## config.mk

```make
export PLATFORM = sky130hd
export DESIGN_NAME = di_bus_arbiter_flat
export DESIGN_NICKNAME = d
export VERILOG_FILES = /design/src/rtl/di_bus_arbiter_if.sv /design/src/rtl/di_bus_arbiter.sv /design/src/flat_wrapper.sv
export SDC_FILE = /design/constraint.sdc
export NUM_CORES = 1
export LEC_CHECK = 0
export ABC_CLOCK_PERIOD_IN_PS = 4100
export BUFFER_PORTS_ARGS = -buffer_cell sky130_fd_sc_hd__buf_2
export CAP_MARGIN = 5
export CORE_AREA = 8 8 181 183
export DETAILED_ROUTE_END_ITERATION = 8
export DIE_AREA = 0 0 189 191
export REMOVE_ABC_BUFFERS = 1
export SLEW_MARGIN = 25
export SYNTH_ARGS = -nofsm -noshare
export SYNTH_HDL_FRONTEND = slang
export SYNTH_SLANG_ARGS = --single-unit
export TNS_END_PERCENT = 50
```

## constraint.sdc

```tcl
create_clock -name clk -period 4.1 [get_ports clk]
set_input_delay 1.23 -clock clk [delete_from_list [all_inputs] [get_ports clk]]
set_output_delay 1.23 -clock clk [all_outputs]
set_load 0.005 [all_outputs]
```

## src/rtl/di_bus_arbiter_if.sv

```systemverilog
// Host-side and device-side signal bundle of the di register bus arbiter.
// The arbiter connects through the slave modport; the surrounding hosts/device use master.
interface di_bus_arbiter_if #(
  parameter int N = 2
);
  // Handshake: a master holds its mode level for a whole transaction and issues
  // one-cycle strobes; a strobe completes only while the matching m_*_rdy is high,
  // and m_*_rdy stays low until that master owns the bus.
  logic [16*N-1:0] m_term_addr;
  logic [32*N-1:0] m_reg_addr;
  logic [32*N-1:0] m_len;
  logic [32*N-1:0] m_reg_datai;
  logic [N-1:0]    m_read_mode;
  logic [N-1:0]    m_write_mode;
  logic [N-1:0]    m_read_req;
  logic [N-1:0]    m_read;
  logic [N-1:0]    m_write;
  logic [N-1:0]    m_read_rdy;
  logic [N-1:0]    m_write_rdy;
  logic [31:0]     m_reg_datao;
  logic [16*N-1:0] m_transfer_status;

  logic [15:0]     di_term_addr;
  logic [31:0]     di_reg_addr;
  logic [31:0]     di_len;
  logic [31:0]     di_reg_datai;
  logic            di_read_mode;
  logic            di_write_mode;
  logic            di_read_req;
  logic            di_read;
  logic            di_write;
  logic            di_read_rdy;
  logic            di_write_rdy;
  logic [31:0]     di_reg_datao;
  logic [15:0]     di_transfer_status;

  logic            grant_valid;
  logic [2:0]      grant_id;
  logic [1:0]      dbg_state;

  modport slave (
    input  m_term_addr, m_reg_addr, m_len, m_reg_datai,
    input  m_read_mode, m_write_mode, m_read_req, m_read, m_write,
    output m_read_rdy, m_write_rdy, m_reg_datao, m_transfer_status,
    output di_term_addr, di_reg_addr, di_len, di_reg_datai,
    output di_read_mode, di_write_mode, di_read_req, di_read, di_write,
    input  di_read_rdy, di_write_rdy, di_reg_datao, di_transfer_status,
    output grant_valid, grant_id, dbg_state
  );

  modport master (
    output m_term_addr, m_reg_addr, m_len, m_reg_datai,
    output m_read_mode, m_write_mode, m_read_req, m_read, m_write,
    input  m_read_rdy, m_write_rdy, m_reg_datao, m_transfer_status,
    input  di_term_addr, di_reg_addr, di_len, di_reg_datai,
    input  di_read_mode, di_write_mode, di_read_req, di_read, di_write,
    output di_read_rdy, di_write_rdy, di_reg_datao, di_transfer_status,
    input  grant_valid, grant_id, dbg_state
  );
endinterface

```

## src/rtl/di_bus_arbiter.sv

```systemverilog
// Round-robin arbiter sharing one di register bus between N host masters,
// with latching and replay of strobes a master issues while it is blocked.
module di_bus_arbiter #(
  parameter int N          = 2,
  parameter int GAP_CYCLES = 1
) (
  input logic               clk,
  input logic               reset_n,
  di_bus_arbiter_if.slave   bus
);

  typedef enum logic [1:0] {
    ST_IDLE = 2'd0,
    ST_OWN  = 2'd1,
    ST_GAP  = 2'd2
  } state_t;

  state_t       r_state;
  logic         r_grant_valid;
  logic [2:0]   r_grant_id;
  logic [2:0]   r_last_grant;
  logic [3:0]   r_gap_cnt;
  logic [N-1:0] r_pend_rreq;
  logic [N-1:0] r_pend_rd;
  logic [N-1:0] r_pend_wr;

  logic [N-1:0] w_active;
  logic [N-1:0] w_sel;
  logic         w_any;
  logic         w_owner_active;
  logic [2:0]   w_pick;
  logic [2:0]   w_pick_lo;
  logic [2:0]   w_pick_hi;
  logic         w_hi_found;

  assign w_active       = bus.m_read_mode | bus.m_write_mode;
  assign w_any          = |w_active;
  assign w_owner_active = |(w_active & w_sel);

  // Round-robin: first active index above the last grant, else wrap to the lowest.
  always_comb begin
    w_pick_lo  = 3'd0;
    w_pick_hi  = 3'd0;
    w_hi_found = 1'b0;
    for (int i = N - 1; i >= 0; i--) begin
      if (w_active[i]) begin
        w_pick_lo = 3'(i);
        if (3'(i) > r_last_grant) begin
          w_pick_hi  = 3'(i);
          w_hi_found = 1'b1;
        end
      end
    end
    w_pick = w_hi_found ? w_pick_hi : w_pick_lo;
  end

  always_comb begin
    w_sel = '0;
    for (int i = 0; i < N; i++) begin
      w_sel[i] = r_grant_valid && (r_grant_id == 3'(i));
    end
  end

  always_ff @(posedge clk or negedge reset_n) begin
    if (!reset_n) begin
      r_state       <= ST_IDLE;
      r_grant_valid <= 1'b0;
      r_grant_id    <= 3'd0;
      r_last_grant  <= 3'(N - 1);
      r_gap_cnt     <= 4'd0;
    end else begin
      case (r_state)
        ST_IDLE: begin
          if (w_any) begin
            r_state       <= ST_OWN;
            r_grant_valid <= 1'b1;
            r_grant_id    <= w_pick;
            r_last_grant  <= w_pick;
          end
        end
        ST_OWN: begin
          if (!w_owner_active) begin
            r_state       <= ST_GAP;
            r_grant_valid <= 1'b0;
            r_gap_cnt     <= 4'(GAP_CYCLES);
          end
        end
        ST_GAP: begin
          // The last gap cycle already arbitrates so the next owner appears right after it.
          if (r_gap_cnt <= 4'd1) begin
            r_gap_cnt <= 4'd0;
            if (w_any) begin
              r_state       <= ST_OWN;
              r_grant_valid <= 1'b1;
              r_grant_id    <= w_pick;
              r_last_grant  <= w_pick;
            end else begin
              r_state <= ST_IDLE;
            end
          end else begin
            r_gap_cnt <= r_gap_cnt - 4'd1;
          end
        end
        default: begin
          r_state       <= ST_IDLE;
          r_grant_valid <= 1'b0;
        end
      endcase
    end
  end

  // Flags clear on the owner's replay cycle and whenever their master goes inactive.
  always_ff @(posedge clk or negedge reset_n) begin
    if (!reset_n) begin
      r_pend_rreq <= '0;
      r_pend_rd   <= '0;
      r_pend_wr   <= '0;
    end else begin
      for (int i = 0; i < N; i++) begin
        if (!w_active[i] || w_sel[i]) begin
          r_pend_rreq[i] <= 1'b0;
          r_pend_rd[i]   <= 1'b0;
          r_pend_wr[i]   <= 1'b0;
        end else begin
          if (bus.m_read_req[i]) r_pend_rreq[i] <= 1'b1;
          if (bus.m_read[i])     r_pend_rd[i]   <= 1'b1;
          if (bus.m_write[i])    r_pend_wr[i]   <= 1'b1;
        end
      end
    end
  end

  logic [15:0]     w_term_addr;
  logic [31:0]     w_reg_addr;
  logic [31:0]     w_len;
  logic [31:0]     w_reg_datai;
  logic            w_read_mode;
  logic            w_write_mode;
  logic            w_read_req;
  logic            w_read;
  logic            w_write;
  logic [N-1:0]    w_read_rdy;
  logic [N-1:0]    w_write_rdy;
  logic [16*N-1:0] w_status;

  always_comb begin
    w_term_addr  = 16'h0;
    w_reg_addr   = 32'h0;
    w_len        = 32'h0;
    w_reg_datai  = 32'h0;
    w_read_mode  = 1'b0;
    w_write_mode = 1'b0;
    w_read_req   = 1'b0;
    w_read       = 1'b0;
    w_write      = 1'b0;
    w_read_rdy   = '0;
    w_write_rdy  = '0;
    w_status     = '0;
    for (int i = 0; i < N; i++) begin
      if (w_sel[i]) begin
        w_term_addr  = bus.m_term_addr[16*i +: 16];
        w_reg_addr   = bus.m_reg_addr[32*i +: 32];
        w_len        = bus.m_len[32*i +: 32];
        w_reg_datai  = bus.m_reg_datai[32*i +: 32];
        w_read_mode  = bus.m_read_mode[i];
        w_write_mode = bus.m_write_mode[i];
        w_read_req   = bus.m_read_req[i] | r_pend_rreq[i];
        w_read       = bus.m_read[i]     | r_pend_rd[i];
        w_write      = bus.m_write[i]    | r_pend_wr[i];
        w_read_rdy[i]         = bus.di_read_rdy;
        w_write_rdy[i]        = bus.di_write_rdy;
        w_status[16*i +: 16]  = bus.di_transfer_status;
      end
    end
  end

  assign bus.di_term_addr      = w_term_addr;
  assign bus.di_reg_addr       = w_reg_addr;
  assign bus.di_len            = w_len;
  assign bus.di_reg_datai      = w_reg_datai;
  assign bus.di_read_mode      = w_read_mode;
  assign bus.di_write_mode     = w_write_mode;
  assign bus.di_read_req       = w_read_req;
  assign bus.di_read           = w_read;
  assign bus.di_write          = w_write;
  assign bus.m_read_rdy        = w_read_rdy;
  assign bus.m_write_rdy       = w_write_rdy;
  assign bus.m_transfer_status = w_status;
  assign bus.m_reg_datao       = bus.di_reg_datao;
  assign bus.grant_valid       = r_grant_valid;
  assign bus.grant_id          = r_grant_id;
  assign bus.dbg_state         = r_state;

endmodule
```

## src/flat_wrapper.sv

```systemverilog
// flat-port wrapper written by rule: the top's interface ports become plain ports
module di_bus_arbiter_flat 
#(
  parameter int N          = 2,
  parameter int GAP_CYCLES = 1
)
  (clk, reset_n, bus_m_term_addr, bus_m_reg_addr, bus_m_len, bus_m_reg_datai, bus_m_read_mode, bus_m_write_mode, bus_m_read_req, bus_m_read, bus_m_write, bus_m_read_rdy, bus_m_write_rdy, bus_m_reg_datao, bus_m_transfer_status, bus_di_term_addr, bus_di_reg_addr, bus_di_len, bus_di_reg_datai, bus_di_read_mode, bus_di_write_mode, bus_di_read_req, bus_di_read, bus_di_write, bus_di_read_rdy, bus_di_write_rdy, bus_di_reg_datao, bus_di_transfer_status, bus_grant_valid, bus_grant_id, bus_dbg_state);
  di_bus_arbiter_if #(.N(N)) bus_i ();
  input logic clk;
  input logic reset_n;
  input wire logic [$bits(bus_i.m_term_addr)-1:0] bus_m_term_addr;
  input wire logic [$bits(bus_i.m_reg_addr)-1:0] bus_m_reg_addr;
  input wire logic [$bits(bus_i.m_len)-1:0] bus_m_len;
  input wire logic [$bits(bus_i.m_reg_datai)-1:0] bus_m_reg_datai;
  input wire logic [$bits(bus_i.m_read_mode)-1:0] bus_m_read_mode;
  input wire logic [$bits(bus_i.m_write_mode)-1:0] bus_m_write_mode;
  input wire logic [$bits(bus_i.m_read_req)-1:0] bus_m_read_req;
  input wire logic [$bits(bus_i.m_read)-1:0] bus_m_read;
  input wire logic [$bits(bus_i.m_write)-1:0] bus_m_write;
  output wire logic [$bits(bus_i.m_read_rdy)-1:0] bus_m_read_rdy;
  output wire logic [$bits(bus_i.m_write_rdy)-1:0] bus_m_write_rdy;
  output wire logic [$bits(bus_i.m_reg_datao)-1:0] bus_m_reg_datao;
  output wire logic [$bits(bus_i.m_transfer_status)-1:0] bus_m_transfer_status;
  output wire logic [$bits(bus_i.di_term_addr)-1:0] bus_di_term_addr;
  output wire logic [$bits(bus_i.di_reg_addr)-1:0] bus_di_reg_addr;
  output wire logic [$bits(bus_i.di_len)-1:0] bus_di_len;
  output wire logic [$bits(bus_i.di_reg_datai)-1:0] bus_di_reg_datai;
  output wire logic [$bits(bus_i.di_read_mode)-1:0] bus_di_read_mode;
  output wire logic [$bits(bus_i.di_write_mode)-1:0] bus_di_write_mode;
  output wire logic [$bits(bus_i.di_read_req)-1:0] bus_di_read_req;
  output wire logic [$bits(bus_i.di_read)-1:0] bus_di_read;
  output wire logic [$bits(bus_i.di_write)-1:0] bus_di_write;
  input wire logic [$bits(bus_i.di_read_rdy)-1:0] bus_di_read_rdy;
  input wire logic [$bits(bus_i.di_write_rdy)-1:0] bus_di_write_rdy;
  input wire logic [$bits(bus_i.di_reg_datao)-1:0] bus_di_reg_datao;
  input wire logic [$bits(bus_i.di_transfer_status)-1:0] bus_di_transfer_status;
  output wire logic [$bits(bus_i.grant_valid)-1:0] bus_grant_valid;
  output wire logic [$bits(bus_i.grant_id)-1:0] bus_grant_id;
  output wire logic [$bits(bus_i.dbg_state)-1:0] bus_dbg_state;
  assign bus_i.m_term_addr = bus_m_term_addr;
  assign bus_i.m_reg_addr = bus_m_reg_addr;
  assign bus_i.m_len = bus_m_len;
  assign bus_i.m_reg_datai = bus_m_reg_datai;
  assign bus_i.m_read_mode = bus_m_read_mode;
  assign bus_i.m_write_mode = bus_m_write_mode;
  assign bus_i.m_read_req = bus_m_read_req;
  assign bus_i.m_read = bus_m_read;
  assign bus_i.m_write = bus_m_write;
  assign bus_m_read_rdy = bus_i.m_read_rdy;
  assign bus_m_write_rdy = bus_i.m_write_rdy;
  assign bus_m_reg_datao = bus_i.m_reg_datao;
  assign bus_m_transfer_status = bus_i.m_transfer_status;
  assign bus_di_term_addr = bus_i.di_term_addr;
  assign bus_di_reg_addr = bus_i.di_reg_addr;
  assign bus_di_len = bus_i.di_len;
  assign bus_di_reg_datai = bus_i.di_reg_datai;
  assign bus_di_read_mode = bus_i.di_read_mode;
  assign bus_di_write_mode = bus_i.di_write_mode;
  assign bus_di_read_req = bus_i.di_read_req;
  assign bus_di_read = bus_i.di_read;
  assign bus_di_write = bus_i.di_write;
  assign bus_i.di_read_rdy = bus_di_read_rdy;
  assign bus_i.di_write_rdy = bus_di_write_rdy;
  assign bus_i.di_reg_datao = bus_di_reg_datao;
  assign bus_i.di_transfer_status = bus_di_transfer_status;
  assign bus_grant_valid = bus_i.grant_valid;
  assign bus_grant_id = bus_i.grant_id;
  assign bus_dbg_state = bus_i.dbg_state;
  di_bus_arbiter #(.N(N), .GAP_CYCLES(GAP_CYCLES)) u_core (.clk(clk), .reset_n(reset_n), .bus(bus_i));
endmodule
```

After elaboration in Yosys (flattened, before gate mapping)
Cells that the tools add are included.

word-level totals
  word-level logic and storage cells = 116
  output and inout bits = 191
  register bits after elaboration = 19
  input port bits = 286

cells by class
  reductions and logical operators = 22
  magnitude comparators = 3
  bitwise operators = 8
  add/sub/neg operators = 1
  multiplexer cells = 65
  eq/ne operators = 6

operators with widths
  operator               count
  $mux W32               6
  $mux W16               4
  $mux W1                37
  $mux W3                8
  $reduce_bool A2 Y1     8
  $pmux W3 S2            2
  $mux W4                2
  $pmux W4 S2            1
  $gt A1 B3 Y1 const A   2
  $mux W2                3
  $or A1 B1 Y1           6
  $pmux W2 S3            1
  $reduce_and A2 Y1      3
  $le A4 B1 Y1 const B   1
  $ne A2 B1 Y1 const B   2
  $reduce_or A2 Y1       2
  $sub A4 B1 Y4 const B  1
  $eq A3 B1 Y1 const B   1
  $logic_not A3 Y1       1
  $pmux W1 S3            1
  $reduce_and A3 Y1      1
  $and A2 B2 Y2          1
  $eq A2 B1 Y1 const B   1
  $eq A2 B2 Y1 const B   1
  other kinds (6)        9

Longest topological paths before layout
  word-level depth = 9
  gate-level depth with buffers = 6

Worst setup path before layout
OpenSTA, ideal clock, no wires.

  path kind = input to output
  start point = in bus_m_read[0]
  end point = out bus_di_read
  required time = 2870 ps
  buffers on the path = 0
  slack = 1319 ps
  cell stages on the path = 1
  arrival = 1551 ps
  path through = o311a_1

between the ends
  longest elaborated chain between the ends = 3

ends and longest elaborated chain
  element               line                   RTL
  start, declared       flat_wrapper.sv:18     input wire logic [$bits(bus_i.m_read)-1:0] bus_m_read;
  $or A1 B1 Y1          di_bus_arbiter.sv:168  w_read = bus.m_read[i] | r_pend_rd[i];
  $mux W1 (2 in a row)  di_bus_arbiter.sv:160  if (w_sel[i]) begin
  end, declared         flat_wrapper.sv:31     output wire logic [$bits(bus_i.di_read)-1:0] bus_di_read;

No other way between the ends.

Worst setup path in the final report
  start point = reg u_core.r_grant_id[0] (netlist: u_core.bus.grant_id[0])
  end point = out bus_di_len[25]

between the ends
  longest elaborated chain between the ends = 4
  elaborated cells on any way between the ends = 6
  classes of those cells = eq/ne (1); mux (2); reduce/logical (3)

ends and longest elaborated chain
  element                 line                   RTL
  start, declared         di_bus_arbiter.sv:20   logic [2:0] r_grant_id;
  start signal, assigned  di_bus_arbiter.sv:77   r_grant_id <= w_pick;
  start signal, assigned  di_bus_arbiter.sv:95   r_grant_id <= w_pick;
  $logic_not A3 Y1        di_bus_arbiter.sv:60   w_sel[i] = r_grant_valid && (r_grant_id == 3'(i));
  $logic_and A1 B1 Y1     di_bus_arbiter.sv:60
  $mux W32                di_bus_arbiter.sv:160
  $mux W32 (*)            di_bus_arbiter.sv:160
  end, declared           flat_wrapper.sv:26     output wire logic [$bits(bus_i.di_len)-1:0] bus_di_len;

Mark *: on every way between the ends. The rest lies on a longest branch, timed or not.

==> impl_summary.md <==
Floorplanning
The total I/O pin count is 477. The floorplan step set the die width to 189 µm. The site row count is 64. The core outline area is ~30000 µm². The floorplan step defined a die boundary enclosing 36100 µm². The y dimension of the die is roughly 190 µm. The effective utilization at floorplan is 11.2%.

CTS
The maximum buffer depth of the clock tree is 2. CTS built an H-tree with a depth of 1. For the worst-skew pair, the clock arrives at the later sink with an insertion delay of 0.25 ns. The number of buffers added to fix hold violations after cts is 0. The clock-pin slew reported for the worst setup and hold paths after clock tree synthesis is 0.06 ns. The number of gates given a new drive strength after cts is 0. TritonCTS built the clock tree. The count of buffers added by post-CTS timing repair for setup is 0. In this run, CTS created clock tree buffers numbering 3. CTS placed an instance of sky130_fd_sc_hd__clkbuf_16 at the clock tree root.

The number of clock sinks is 15.

Cells and area
The layout cell share with drive strength beyond 1 is 56.0%. From synthesis to final layout, the design area changed by 67.4%. The area used by sequential logic in the layout is about 380 µm². The filler cell count is 3421. In the final design database the tool counted roughly 1.1k nets. The repair_antennas step left the layout with diodes totalling 0.

The multi-input gate area in the final layout is 2460 µm².

Worst setup path
The worst register-to-register path has a depth of 5. In this run the worst path has a maximum fanout of 41. In this run the critical register-to-register path is launched from u_core.bus.grant_valid. In this run the worst setup path begins at u_core.bus.grant_id[0]. Traced cell by cell, the critical path runs through buf_12, mux2i_1, nor2b_1, buf_2. The nature of the critical path endpoint is an output pin. The worst setup path is of the register to output pin kind. The startpoint class of the critical path is a register. The critical path ends at bus_di_len[25]. The endpoint arrival time on the critical path is about 2.0 ns.

In this run the register-to-register setup slack is roughly 2.3 ns. The required time reported for the critical path endpoint is about 2.9 ns. In this design, the stage delay of the slowest critical-path cell is 0.87 ns. The slowest stage cell on the critical path is sky130_fd_sc_hd__dfrtp_4. The endpoint of the most critical register-to-register path is u_core.r_gap_cnt[0].

Route
The total wirelength of the detailed-routed design is between 15000 and 20000 µm. The routed layout has 4195 vias. The number of vias per cell after detailed routing is 3.58. The average routed wire per standard cell is 16.0 µm. The number of antenna-violating nets in the routed design is 0.

Before antenna repair, the detailed router went through 4 iterations. The number of violations reported at the end of detailed-routing iteration 0 is 103. For this run, design rule violations remaining after detail routing come to 0.

Power and ir drop
The switching power share of the total is 45.9%. The part of the power in combinational logic is around four fifths. The worst-case vdd ir drop is 0.318 mV.

The relative contribution of the clock network to total power is under 10%. The portion of total power attributed to sequential cells is 13.8%. The leakage component of the power is 3.25 nW. The overall power is 3.07 mW. For this design the total switching power over the nets is 1.41 mW. Dividing total power by cell area gives a power density of roughly 550 nW/µm². The internal cell power is 1.66 mW.

Synth
By area, the combinational part of the netlist is dominated by multiplexers. After Yosys synthesis, and, or, nand and nor cells account for 34.0% of the synthesized area. The synthesis warning total is 0.

Of the total synthesized cell area, the portion taken by full adders, half adders and majority gates is 0.746%. Yosys mapped the design onto 35 distinct sky130hd cell types. The multiplexer share of the synthesized area is 34.3%. The post-synthesis cell count is 416. Of the total synthesized cell area, the portion taken by XOR and XNOR cells is 0%.

Summing the areas of all compound-gate instances in the mapped netlist gives under 10% of the synthesized area. The synthesized flop and latch total is 15. The mean instance size in the synthesized netlist is 8.06 µm². Summing every instance area after synthesis gives 3350 µm². The sequential fraction of the synthesis area is about 11%.

STA
The period utilization is 78.1%. The hold violation count in the final report is 0. Setup repair after global routing left no endpoint under its margin. The total count of max-transition violations in the final report is 0.

Measured against its own limit, the worst slew margin works out to roughly 53%. The final hold slack is 0.522 ns. The minimum clock period is 3.20 ns. At the pin with the least slew margin, the transition time is 0.698 ns. The clock skew is 0.00416 ns. Static timing analysis puts the maximum clock frequency at 312 MHz.

The final-layout setup total negative slack is 0 ns. In the post-route analysis, the smallest setup slack over all paths is about 0.90 ns. The count of final setup violators is 0.

Job
Max-cap violations in this run came to 0.

Min path
The class of the tightest hold or removal check is register to register.

GRT
The number of antenna violations at the first check in global routing is 0. The total congestion overflow after global routing is 0. The overall fraction of global-route tracks in use is under 10%. The maximum number of pins on one net before global-route repair is 87. The global-route wire length before repair is 26600 µm. The number of global-route vias before repair is roughly 4.4k.

Placement
During placement, the flow inserted port buffers numbering 410. Prior to clock tree synthesis, the placed netlist has a worst setup slack of 0.961 ns. The congestion estimate from routability-driven global placement came to 0.804. The half-perimeter wire length after placement is approximately 16000 µm.

Run status
The flow ran to the end, and the final reports show no timing, DRC or antenna violations.
how the worst min path moves through the flow:
stage | endpoint | from | depth (start not counted) | slack [ns]
finish | u_core.r_pend_rd[0] | u_core.r_pend_rd[0] | 2 | 0.52
global route | u_core.r_pend_wr[0] | u_core.r_pend_wr[0] | 2 | 0.55
CTS | u_core.r_pend_rd[0] | u_core.r_pend_rd[0] | 2 | 0.53
detailed placement | u_core.r_pend_rd[0] | u_core.r_pend_rd[0] | 2 | 0.52
global placement | u_core.r_pend_wr[0] | u_core.r_pend_wr[0] | 2 | 0.51
floorplan | u_core.r_pend_rd[0] | u_core.r_pend_rd[0] | 2 | 0.47
cell families (layout without fill, tap and decap cells):
family / Yosys count / in the layout
simple gates: 193 / 193
flops: 15 / 15
mux: 115 / 115
compound gates: 19 / 19
other cells: 1 / 2
fa+ha+maj: 2 / 2
buf+inv: 71 / 429
critical path: cells and delay by family, from the launching register on:
| family | cells | cell delay (ns) |
|---|---|---|
| AND/OR/NAND/NOR | 1 | 0.21 |
| multiplexers | 1 | 0.11 |
| buffers and inverters | 2 | 0.47 |
| flip-flops | 1 | 0.87 |
state kept, by name, indices dropped and copies added, names as in the netlist:
signal                  count
u_core.r_gap_cnt            4
u_core.bus.dbg_state        2
u_core.r_pend_rd            2
u_core.r_pend_rreq          2
u_core.r_pend_wr            2
u_core.bus.grant_id         1
u_core.bus.grant_valid      1
u_core.r_last_grant         1
stage by stage:
step / std cells / util [%] / instance area [µm²]
after global routing: 1171 / 18.7 / 5610
after global placement: 1167 / 18.4 / 5530
final: 1171 / 18.7 / 5610
after detailed placement: 1167 / 18.4 / 5530
after floorplan: 350 / - / 2860
after CTS: 1171 / 18.7 / 5610
metal layers:
metal / GRT usage (%) / wire length (µm) / vias to the layer above
li1: - / - / 2081
met2: 15.1 / 8520 / 243
met1: 11.0 / 7620 / 1865
met3: 5.07 / 2400 / 6
met4: 1.08 / 195 / 0
met5: 0 / 0 / -
cells in the final DEF (no fill, tap or decap), types with 4 or more instances in the layout:
master and n:
sky130_fd_sc_hd__nor2b_1 115, sky130_fd_sc_hd__and3_1 18, sky130_fd_sc_hd__mux2i_1 115, sky130_fd_sc_hd__nor2_1 15, sky130_fd_sc_hd__nand2_1 12, sky130_fd_sc_hd__nor3_1 4, sky130_fd_sc_hd__inv_1 4, sky130_fd_sc_hd__and2_1 19
sky130_fd_sc_hd__a21oi_1 4, sky130_fd_sc_hd__buf_4 8, sky130_fd_sc_hd__buf_2 410, sky130_fd_sc_hd__dfrtp_1 12
cells in the mapped netlist, drive strengths merged:
cell type / count / area share [%]
o221ai: 1 / 0.45
o21a: 1 / 0.22
o31ai: 1 / 0.37
nor3: 5 / 0.90
and2: 19 / 3.5
o22ai: 3 / 0.56
nor4: 1 / 0.19
o211ai: 2 / 0.45
dfstp: 1 / 0.78
buf: 51 / 13
conb: 1 / 0.11
and3: 18 / 3.4
clkbuf: 16 / 1.9
o21ai: 2 / 0.30
nand3: 1 / 0.15
o311a: 3 / 0.90
ha: 2 / 0.75
a21oi: 4 / 0.60
dfrtp: 14 / 10
inv: 4 / 0.45
nor2b: 116 / 22
nand2b: 3 / 0.56
nor2: 16 / 1.9
or2: 2 / 0.37
mux2i: 115 / 34
nand2: 12 / 1.3
a31oi: 2 / 0.37
power by group through the flow:
stage	clock, mW	combinational [mW]	sequential (mW)
2_1_floorplan	0	1.41	0.561
3_3_place_gp	0	2.46	0.431
3_5_place_dp	0	2.49	0.433
4_1_cts	0.207	2.50	0.434
5_1_grt	0.214	2.71	0.457
6_report	0.200	2.45	0.422
layout make-up:
type | instances | share of cell area, %
clock buffers | 3 | 1.34
clock inverters | 1 | 0.134
inverters | 4 | 0.267
multi-input cells | 331 | 43.9
flip-flops and latches | 15 | 6.84
well taps | 396 | 8.83
repair buffers | 421 | 38.7
(Power assumes the default switching activity.)
